**src/rtl/puf_eval_ctrl.sv**
```systemverilog
// puf_eval_ctrl: sequences a bistable-ring PUF evaluation.
// Takes one challenge request and runs NUM_EVALS reset/settle/sample rounds
// on that challenge. The sampled bits are majority-voted, and the voted bit
// and the ones count are returned over a valid/ready response handshake.
module puf_eval_ctrl #(
    parameter int unsigned RESET_CYCLES  = 4,
    parameter int unsigned SETTLE_CYCLES = 16,
    parameter int unsigned NUM_EVALS     = 5
) (
    input  logic         clk,
    input  logic         reset,
    input  logic         req_valid,
    output logic         req_ready,
    input  logic [1:0]   req_length,
    input  logic [127:0] req_challenge,
    output logic         puf_reset,
    output logic [1:0]   puf_length,
    output logic [127:0] puf_c,
    input  logic         puf_out,
    output logic         rsp_valid,
    input  logic         rsp_ready,
    output logic         rsp_bit,
    output logic [3:0]   rsp_ones,
    output logic         busy
);

    typedef enum logic [1:0] {
        ST_IDLE = 2'd0,
        ST_RST  = 2'd1,
        ST_EVAL = 2'd2,
        ST_DONE = 2'd3
    } state_t;

    // The timers count down to zero, so each phase loads its length minus one.
    // The EVAL phase lasts SETTLE_CYCLES+2 cycles, which covers the two
    // cycles of synchronizer delay before the sample is taken.
    localparam logic [15:0] RST_LOAD  = 16'(RESET_CYCLES - 1);
    localparam logic [15:0] EVAL_LOAD = 16'(SETTLE_CYCLES + 1);
    localparam logic [3:0]  LAST_IDX  = 4'(NUM_EVALS - 1);
    localparam logic [3:0]  HALF      = 4'(NUM_EVALS / 2);

    state_t        state_r;
    state_t        state_nx_s;
    logic [15:0]   timer_r;
    logic [15:0]   timer_nx_s;
    logic [3:0]    eval_idx_r;
    logic [3:0]    eval_idx_nx_s;
    logic [3:0]    ones_r;
    logic [3:0]    ones_nx_s;
    logic          accept_s;
    logic          finish_s;
    logic          sync_meta_r;
    logic          sync_q_r;

    logic          req_ready_r;
    logic          puf_reset_r;
    logic [1:0]    puf_length_r;
    logic [127:0]  puf_c_r;
    logic          rsp_valid_r;
    logic          rsp_bit_r;
    logic [3:0]    rsp_ones_r;
    logic          busy_r;

    // Majority vote: the response is 1 when more than half the samples are 1.
    function automatic logic majority(input logic [3:0] ones);
        return (ones > HALF);
    endfunction

    // Two-flop synchronizer for the asynchronous PUF response.
    always_ff @(posedge clk) begin
        if (reset) begin
            sync_meta_r <= 1'b0;
            sync_q_r    <= 1'b0;
        end else begin
            sync_meta_r <= puf_out;
            sync_q_r    <= sync_meta_r;
        end
    end

    // Next-state logic for the FSM, the phase timer, the evaluation index and the ones count.
    always_comb begin
        state_nx_s    = state_r;
        timer_nx_s    = timer_r;
        eval_idx_nx_s = eval_idx_r;
        ones_nx_s     = ones_r;
        accept_s      = 1'b0;
        finish_s      = 1'b0;
        case (state_r)
            ST_IDLE: begin
                if (req_valid) begin
                    accept_s      = 1'b1;
                    state_nx_s    = ST_RST;
                    timer_nx_s    = RST_LOAD;
                    eval_idx_nx_s = 4'd0;
                    ones_nx_s     = 4'd0;
                end else begin
                    state_nx_s    = ST_IDLE;
                end
            end
            ST_RST: begin
                if (timer_r == 16'd0) begin
                    state_nx_s = ST_EVAL;
                    timer_nx_s = EVAL_LOAD;
                end else begin
                    timer_nx_s = timer_r - 16'd1;
                end
            end
            ST_EVAL: begin
                if (timer_r == 16'd0) begin
                    ones_nx_s     = ones_r + {3'b000, sync_q_r};
                    eval_idx_nx_s = eval_idx_r + 4'd1;
                    if (eval_idx_r == LAST_IDX) begin
                        state_nx_s = ST_DONE;
                        timer_nx_s = 16'd0;
                        finish_s   = 1'b1;
                    end else begin
                        state_nx_s = ST_RST;
                        timer_nx_s = RST_LOAD;
                    end
                end else begin
                    timer_nx_s = timer_r - 16'd1;
                end
            end
            ST_DONE: begin
                if (rsp_ready) begin
                    state_nx_s = ST_IDLE;
                end else begin
                    state_nx_s = ST_DONE;
                end
            end
            default: begin
                state_nx_s = ST_IDLE;
            end
        endcase
    end

    // State, counter and registered-output update. The outputs are decoded from the next state so they line up with it.
    always_ff @(posedge clk) begin
        if (reset) begin
            state_r      <= ST_IDLE;
            timer_r      <= 16'd0;
            eval_idx_r   <= 4'd0;
            ones_r       <= 4'd0;
            req_ready_r  <= 1'b1;
            busy_r       <= 1'b0;
            puf_reset_r  <= 1'b1;
            puf_length_r <= 2'd0;
            puf_c_r      <= 128'd0;
            rsp_valid_r  <= 1'b0;
            rsp_bit_r    <= 1'b0;
            rsp_ones_r   <= 4'd0;
        end else begin
            state_r     <= state_nx_s;
            timer_r     <= timer_nx_s;
            eval_idx_r  <= eval_idx_nx_s;
            ones_r      <= ones_nx_s;
            req_ready_r <= (state_nx_s == ST_IDLE);
            busy_r      <= (state_nx_s != ST_IDLE);
            puf_reset_r <= (state_nx_s != ST_EVAL);
            rsp_valid_r <= (state_nx_s == ST_DONE);
            if (accept_s) begin
                puf_length_r <= req_length;
                puf_c_r      <= req_challenge;
            end
            if (finish_s) begin
                rsp_ones_r <= ones_nx_s;
                rsp_bit_r  <= majority(ones_nx_s);
            end
        end
    end

    assign req_ready  = req_ready_r;
    assign busy       = busy_r;
    assign puf_reset  = puf_reset_r;
    assign puf_length = puf_length_r;
    assign puf_c      = puf_c_r;
    assign rsp_valid  = rsp_valid_r;
    assign rsp_bit    = rsp_bit_r;
    assign rsp_ones   = rsp_ones_r;

endmodule

```
**config.mk**
```make
export PLATFORM = sky130hd
export DESIGN_NAME = puf_eval_ctrl
export DESIGN_NICKNAME = d
export VERILOG_FILES = /design/src/rtl/puf_eval_ctrl.sv
export SDC_FILE = /design/constraint.sdc
export NUM_CORES = 1
export LEC_CHECK = 0
export ABC_AREA = 1
export CORE_MARGIN = 2
export CORE_UTILIZATION = 43
export DETAILED_ROUTE_END_ITERATION = 6
export PLACE_DENSITY = 0.81
export RECOVER_POWER = 50
export SLEW_MARGIN = 20
export SYNTH_ARGS = -nofsm -noshare
export SYNTH_HDL_FRONTEND = slang
export SYNTH_SLANG_ARGS = --single-unit
```
**constraint.sdc**
```tcl
create_clock -name clk -period 2.15 [get_ports clk]
set_clock_uncertainty 0.15 [all_clocks]
set_input_delay 0.645 -clock clk [delete_from_list [all_inputs] [get_ports clk]]
set_output_delay 0.645 -clock clk [all_outputs]
set_load 0.03 [all_outputs]
```
Yosys cells after proc, flatten, opt, wreduce, memory -nomap -nowiden. Index checks and enable logic that the tools add are counted.

Add/subtract/negate cells: 3. $lt $le $gt $ge: 1. Eq/ne operators: 8. Mux-type cells: 22. Reduce and logical (&&, ||, !) cells: 8.

Operator list (number): $mux W16 (3); $pmux W16 S3 (1); $logic_not A16 Y1 (1); $mux W4 (4); $pmux W4 S2 (2); $sub A16 B1 Y16 const B (1); $mux W2 (5); $pmux W2 S4 (1); $eq A2 B2 Y1 const B (3); $mux W1 (6); $ne A2 B2 Y1 const B (3); $add A4 B1 Y4 (1); $add A4 B1 Y4 const B (1); $eq A4 B3 Y1 const B (1); $gt A4 B2 Y1 const B (1); $logic_not A2 Y1 (2); $reduce_bool A2 Y1 (2); $reduce_and A3 Y1 (1); $reduce_bool A3 Y1 (1); $eq A2 B1 Y1 const B (1); $reduce_and A2 Y1 (1).

Bits in registers: 167. Bits of input ports: 135. Output and inout port bits: 139. Word-level logic and storage cells: 56.

Depth between registers and ports, before layout.
Word-level depth: 5. Mapped depth: 12. Mapped depth without buffers: 12.

Least setup slack after synthesis. OpenSTA, ideal clock, no wires.

Path type: register to register. Start point: register state_r[0]. End point: register timer_r[13]. Setup time: 0.070 ns. Data arrival time: 1.553 ns. Data required time: 1.930 ns. Slack: 0.378 ns. Cell stages (with the launch flop): 11. Path buffers: 0. Period minus slack after synthesis: 1.772 ns. Path through: dfxtp_1 -> inv_1 -> ha_1 -> inv_2 -> nor2_4 -> nor2_8 -> nand2_2 -> nor2_2 -> nand3_1 -> or2_0 -> a21oi_1.

Cells in the longest elaborated chain, start to end: 3. Elaborated cells on any way between the ends: 7. Those cells by class: 3 x eq/ne; 1 x mux; 3 x reduce/logical.

RTL lines: start: declaration (RTL line 42) `state_t state_r;`; start signal: assignment (RTL line 153) `state_r <= state_nx_s;`; $eq A2 B2 Y1 (tied with other cells) (RTL line 88) `case (state_r)`; $reduce_bool A3 Y1 (no line) / $ne A2 B2 Y1 (equally long branches); $reduce_and A2 Y1 (no line); end signal: assignment (RTL line 154) `timer_r <= timer_nx_s;`; end: declaration (RTL line 44) `logic [15:0] timer_r;`.

Several ways; a longest one is shown, not always the timed one. A chain may end at the register's enable or synchronous reset.

Worst setup path in the final report.
Start point: register puf_c_r[41] (netlist: puf_c[41]). End point: output port puf_c[41].

RTL lines: start: declaration (RTL line 58) `logic [127:0] puf_c_r;`; start signal: assignment (RTL line 163) `puf_c_r <= req_challenge;`; end: declaration (RTL line 18) `output logic [127:0] puf_c,`.

No word-level cell between the ends.

==> metrics.md <==
| Metric | Value |
|---|---|
| Slew Limit Fails | 0 |
| Initial antenna violation count | 0 |
| Area contributors post-synth | dfxtp_1 51%, nor2_1 17%, o21ai_0 10% |
| FF-to-FF End | rsp_bit |
| Syn nets | 975 |
| HP Class | flip-flop to flip-flop |
| Buf/Inv on CP | 1 |
| Yosys warnings | 0 |
| Post-CTS Setup Bufs | 0 |
| Worst Path Required | 1.35 ns |
| CP Launch Type | flip-flop |
| CTS Root Cell | clkbuf_16 |
| Avg Synthesized Cell Area | 7.86 um^2 |
| CTS max path bufs | 2 |
| Seq/Total Area, Yosys | 0.513 |
| Final Hold Fails | 0 |
| Status | finished clean |
| Area share of the largest cell type after synthesis | 0.513 |
| Clock transition at path regs | 0.06 ns |
| Leak | 4.66 nW |
| Die area | 0.0162 mm^2 |
| Crit path max-delay family | buffers and inverters |
| Hold_buf cts | 0 |
| Grt total ovfl | 0 |
| Hold Path End | sync_q_r |
| Register share of total power | 0.410 |
| Sw Share | 0.305 |
| Fin Hold WS | 0.262 ns |
| First-pass GRT wire length | 29500 um |
| RePlAce Congestion | 0.830 |
| H-tree depth | 4 |
| R2r setup slk | 0.16 ns |
| Aggregate global-route resource usage | 0.231 |
| #FFs+latches synth | 167 |
| Clock share of power | 0.359 |
| Max rail drop VDD | 0.491 mV |
| Area post-placement | 0.00962 mm^2 |
| Cell-internal power | 5.91 mW |
| Final nets | 1247 |
| Crit path DAT | 1.22 ns |
| Worst-Margin Slew | 0.832 ns |
| # IOs | 274 |
| Detailed Route Iter0 Violations | 376 |
| DRT Wirelength | 19000 um |
| Async set-or-reset flop fraction in the synthesized netlist | 0 |
| Crit Path Max Fanout | 2 |
| Core box area | 0.0150 mm^2 |
| Unique cell type count in the Yosys netlist | 41 |
| Comb power frac | 0.231 |
| NetSw | 2.59 mW |
| Final setup viols | 0 |
| Final Non-Filler Cells | 1303 |
| Placement Setup Slack | -0.155 ns |
| Largest area contributor in the netlist | dfxtp_1 |
| Worst Hold Depth | 2 |
| Avg WL per Cell | 14.6 um |
| Port Buffer Count | 273 |
| Crit-path cells | dlygate4sd2_1 |
| Cells on worst reg2reg path | 9 |
| Post-Syn Area | 0.00652 mm^2 |
| Antenna fix cells | 0 |
| P&R area growth vs syn | 53.3% |
| Skew-Pair Late Insertion Delay | 0.42 ns |
| Antenna-violating nets left | 0 |
| Die width | 127 um |
| Die height | 127 um |
| Hold Startpoint | sync_meta_r |
| Number of remaining DRC errors | 0 |
| Placed cells | 1271 |
| Cells after Synth | 830 |
| Max incr delay on CP | 0.42 ns |
| Final Cycle Share | 0.938 |
| Largest net degree at the start of global routing | 60 |
| Initial Util | 0.434 |
| Number of CTS-inserted buffers | 17 |
| Max_cap viols | 0 |
| Via Count | 6366 |
| Layout cells sized above 1 | 0.0924 |
| Top_reg_cell synth | dfxtp_1 |
| Final worst-path setup slack | 0.134 ns |
| Crit path kind | flip-flop to output pin |
| PwrDens | 850 mW/mm^2 |
| Fmax | 496 MHz |
| DPL Wire Length | 14100 um |
| Final instance area | 0.0100 mm^2 |
| CTS tree | yes |
| 1st-pass router iterations | 6 |
| CP endpoint kind | output pin |
| Worst setup path start | puf_c[41] |
| Fin crit period | 2.02 ns |
| Reg-to-reg startpoint | timer_r[0] |
| CP max-delay cell | dlygate4sd2_1 |
| Via/cell ratio | 4.89 |
| Vias in the first global route | 5779 |
| Slew Limit Headroom | 0.445 |
| # clock sinks | 167 |
| RSZ-0062 raised after global routing | false |
| Row cnt | 45 |
| Stages on the worst setup path | 1 |
| Number of flops mapped to enable cells by yosys | 0 |
repair_timing:
item | in CTS | in global routing
gates cloned | 0 | 0
setup endpoints to repair | 139 | 2
resized for setup | 139 | 1
pin swaps | 0 | 0
per-layer routing:
layer / vias up / part of all wire / global-route usage
met5: - / 0 / 0
li1: 3209 / - / -
met2: 250 / 0.47 / 0.383
met3: 32 / 0.087 / 0.0758
met1: 2875 / 0.41 / 0.276
met4: 0 / 0.030 / 0.0976
worst reg2reg max path, cell delays in order (launching register included):
cell,delay [ns]
dfxtp_1,0.32
inv_1,0.08
ha_1,0.18
nand2_2,0.14
nor2_2,0.29
nand3_2,0.24
nor2_8,0.22
nand3_2,0.12
nand2_1,0.09
a21oi_2,0.05
area by class of cell:
type | instances | area, um^2
Sequential cell | 167 | 3340
Fill cell | 1337 | 5040
Tap cell | 188 | 235
Inverter | 40 | 154
Clock inverter | 12 | 140
Clock buffer | 20 | 457
Timing Repair Buffer | 299 | 2860
Multi-Input combinational cell | 577 | 2810
worst max path at each step:
| stage | to |
|---|---|
| after floorplan | timer_r[13] |
| after global placement | timer_r[13] |
| after detailed placement | timer_r[13] |
| after CTS | puf_c[105] |
| after global routing | puf_c[90] |
| final | puf_c[41] |
power by group through the flow:
stage | combinational (mW) | sequential [mW] | clock (mW)
global placement | 2.13 | 3.55 | 0
floorplan | 0.753 | 3.99 | 0
CTS | 2.01 | 3.49 | 3.11
finish | 1.97 | 3.48 | 3.05
detailed placement | 2.15 | 3.56 | 0
global route | 2.13 | 3.51 | 3.24
stage by stage:
| stage | utilization | TNS (ns) | total power, mW |
|---|---|---|---|
| after global routing | 0.665 | 0 | 8.88 |
| after floorplan | - | 0 | 4.75 |
| final | 0.665 | 0 | 8.50 |
| after detailed placement | 0.640 | -1.79 | 5.71 |
| after global placement | 0.640 | -0.657 | 5.68 |
| after CTS | 0.668 | 0 | 8.60 |
Yosys cell counts, types with 6 or more instances:
master    instances
nor2_1          289
dfxtp_1         167
o21ai_0         135
nand2_1          37
inv_1            33
clkbuf_1         32
a21oi_1          18
nand3_1          15
buf_2            10
ha_1             10
nand2_2          10
nor2_4            7
inv_2             6
xor2_1            6
cells in the final DEF (no fill, tap or decap), drive strengths merged, types with 19 or more instances in the layout:
cell type | Yosys | final
a21oi | 20 | 20
buf | 14 | 24
clkbuf | 32 | 22
clkdlybuf4s50 | 0 | 132
dfxtp | 167 | 167
dlygate4sd2 | 0 | 139
inv | 39 | 42
nand2 | 52 | 52
nand3 | 19 | 19
nor2 | 305 | 305
o21ai | 139 | 139
sequential cells by signal (all words and copies together), names as in the netlist:
signal / count
puf_c: 128
timer_r: 16
eval_idx_r: 4
ones_r: 4
rsp_ones: 4
puf_length: 2
state_r: 2
busy: 1
puf_reset: 1
req_ready: 1
rsp_bit: 1
rsp_valid: 1
sync_meta_r: 1
sync_q_r: 1
kinds of logic (layout without fill, tap and decap cells):
logic type	count (synthesis)	after routing	share of synthesized area
and+or+nand+nor	390	390	0.267
buffers and inverters	86	371	0.0520
AOI/OAI and AO/OA	170	170	0.139
adders and majority gates	10	10	0.0192
xor gates and xnor gates	7	7	0.00940
DFF	167	167	0.513
(Power assumes the default switching activity.)
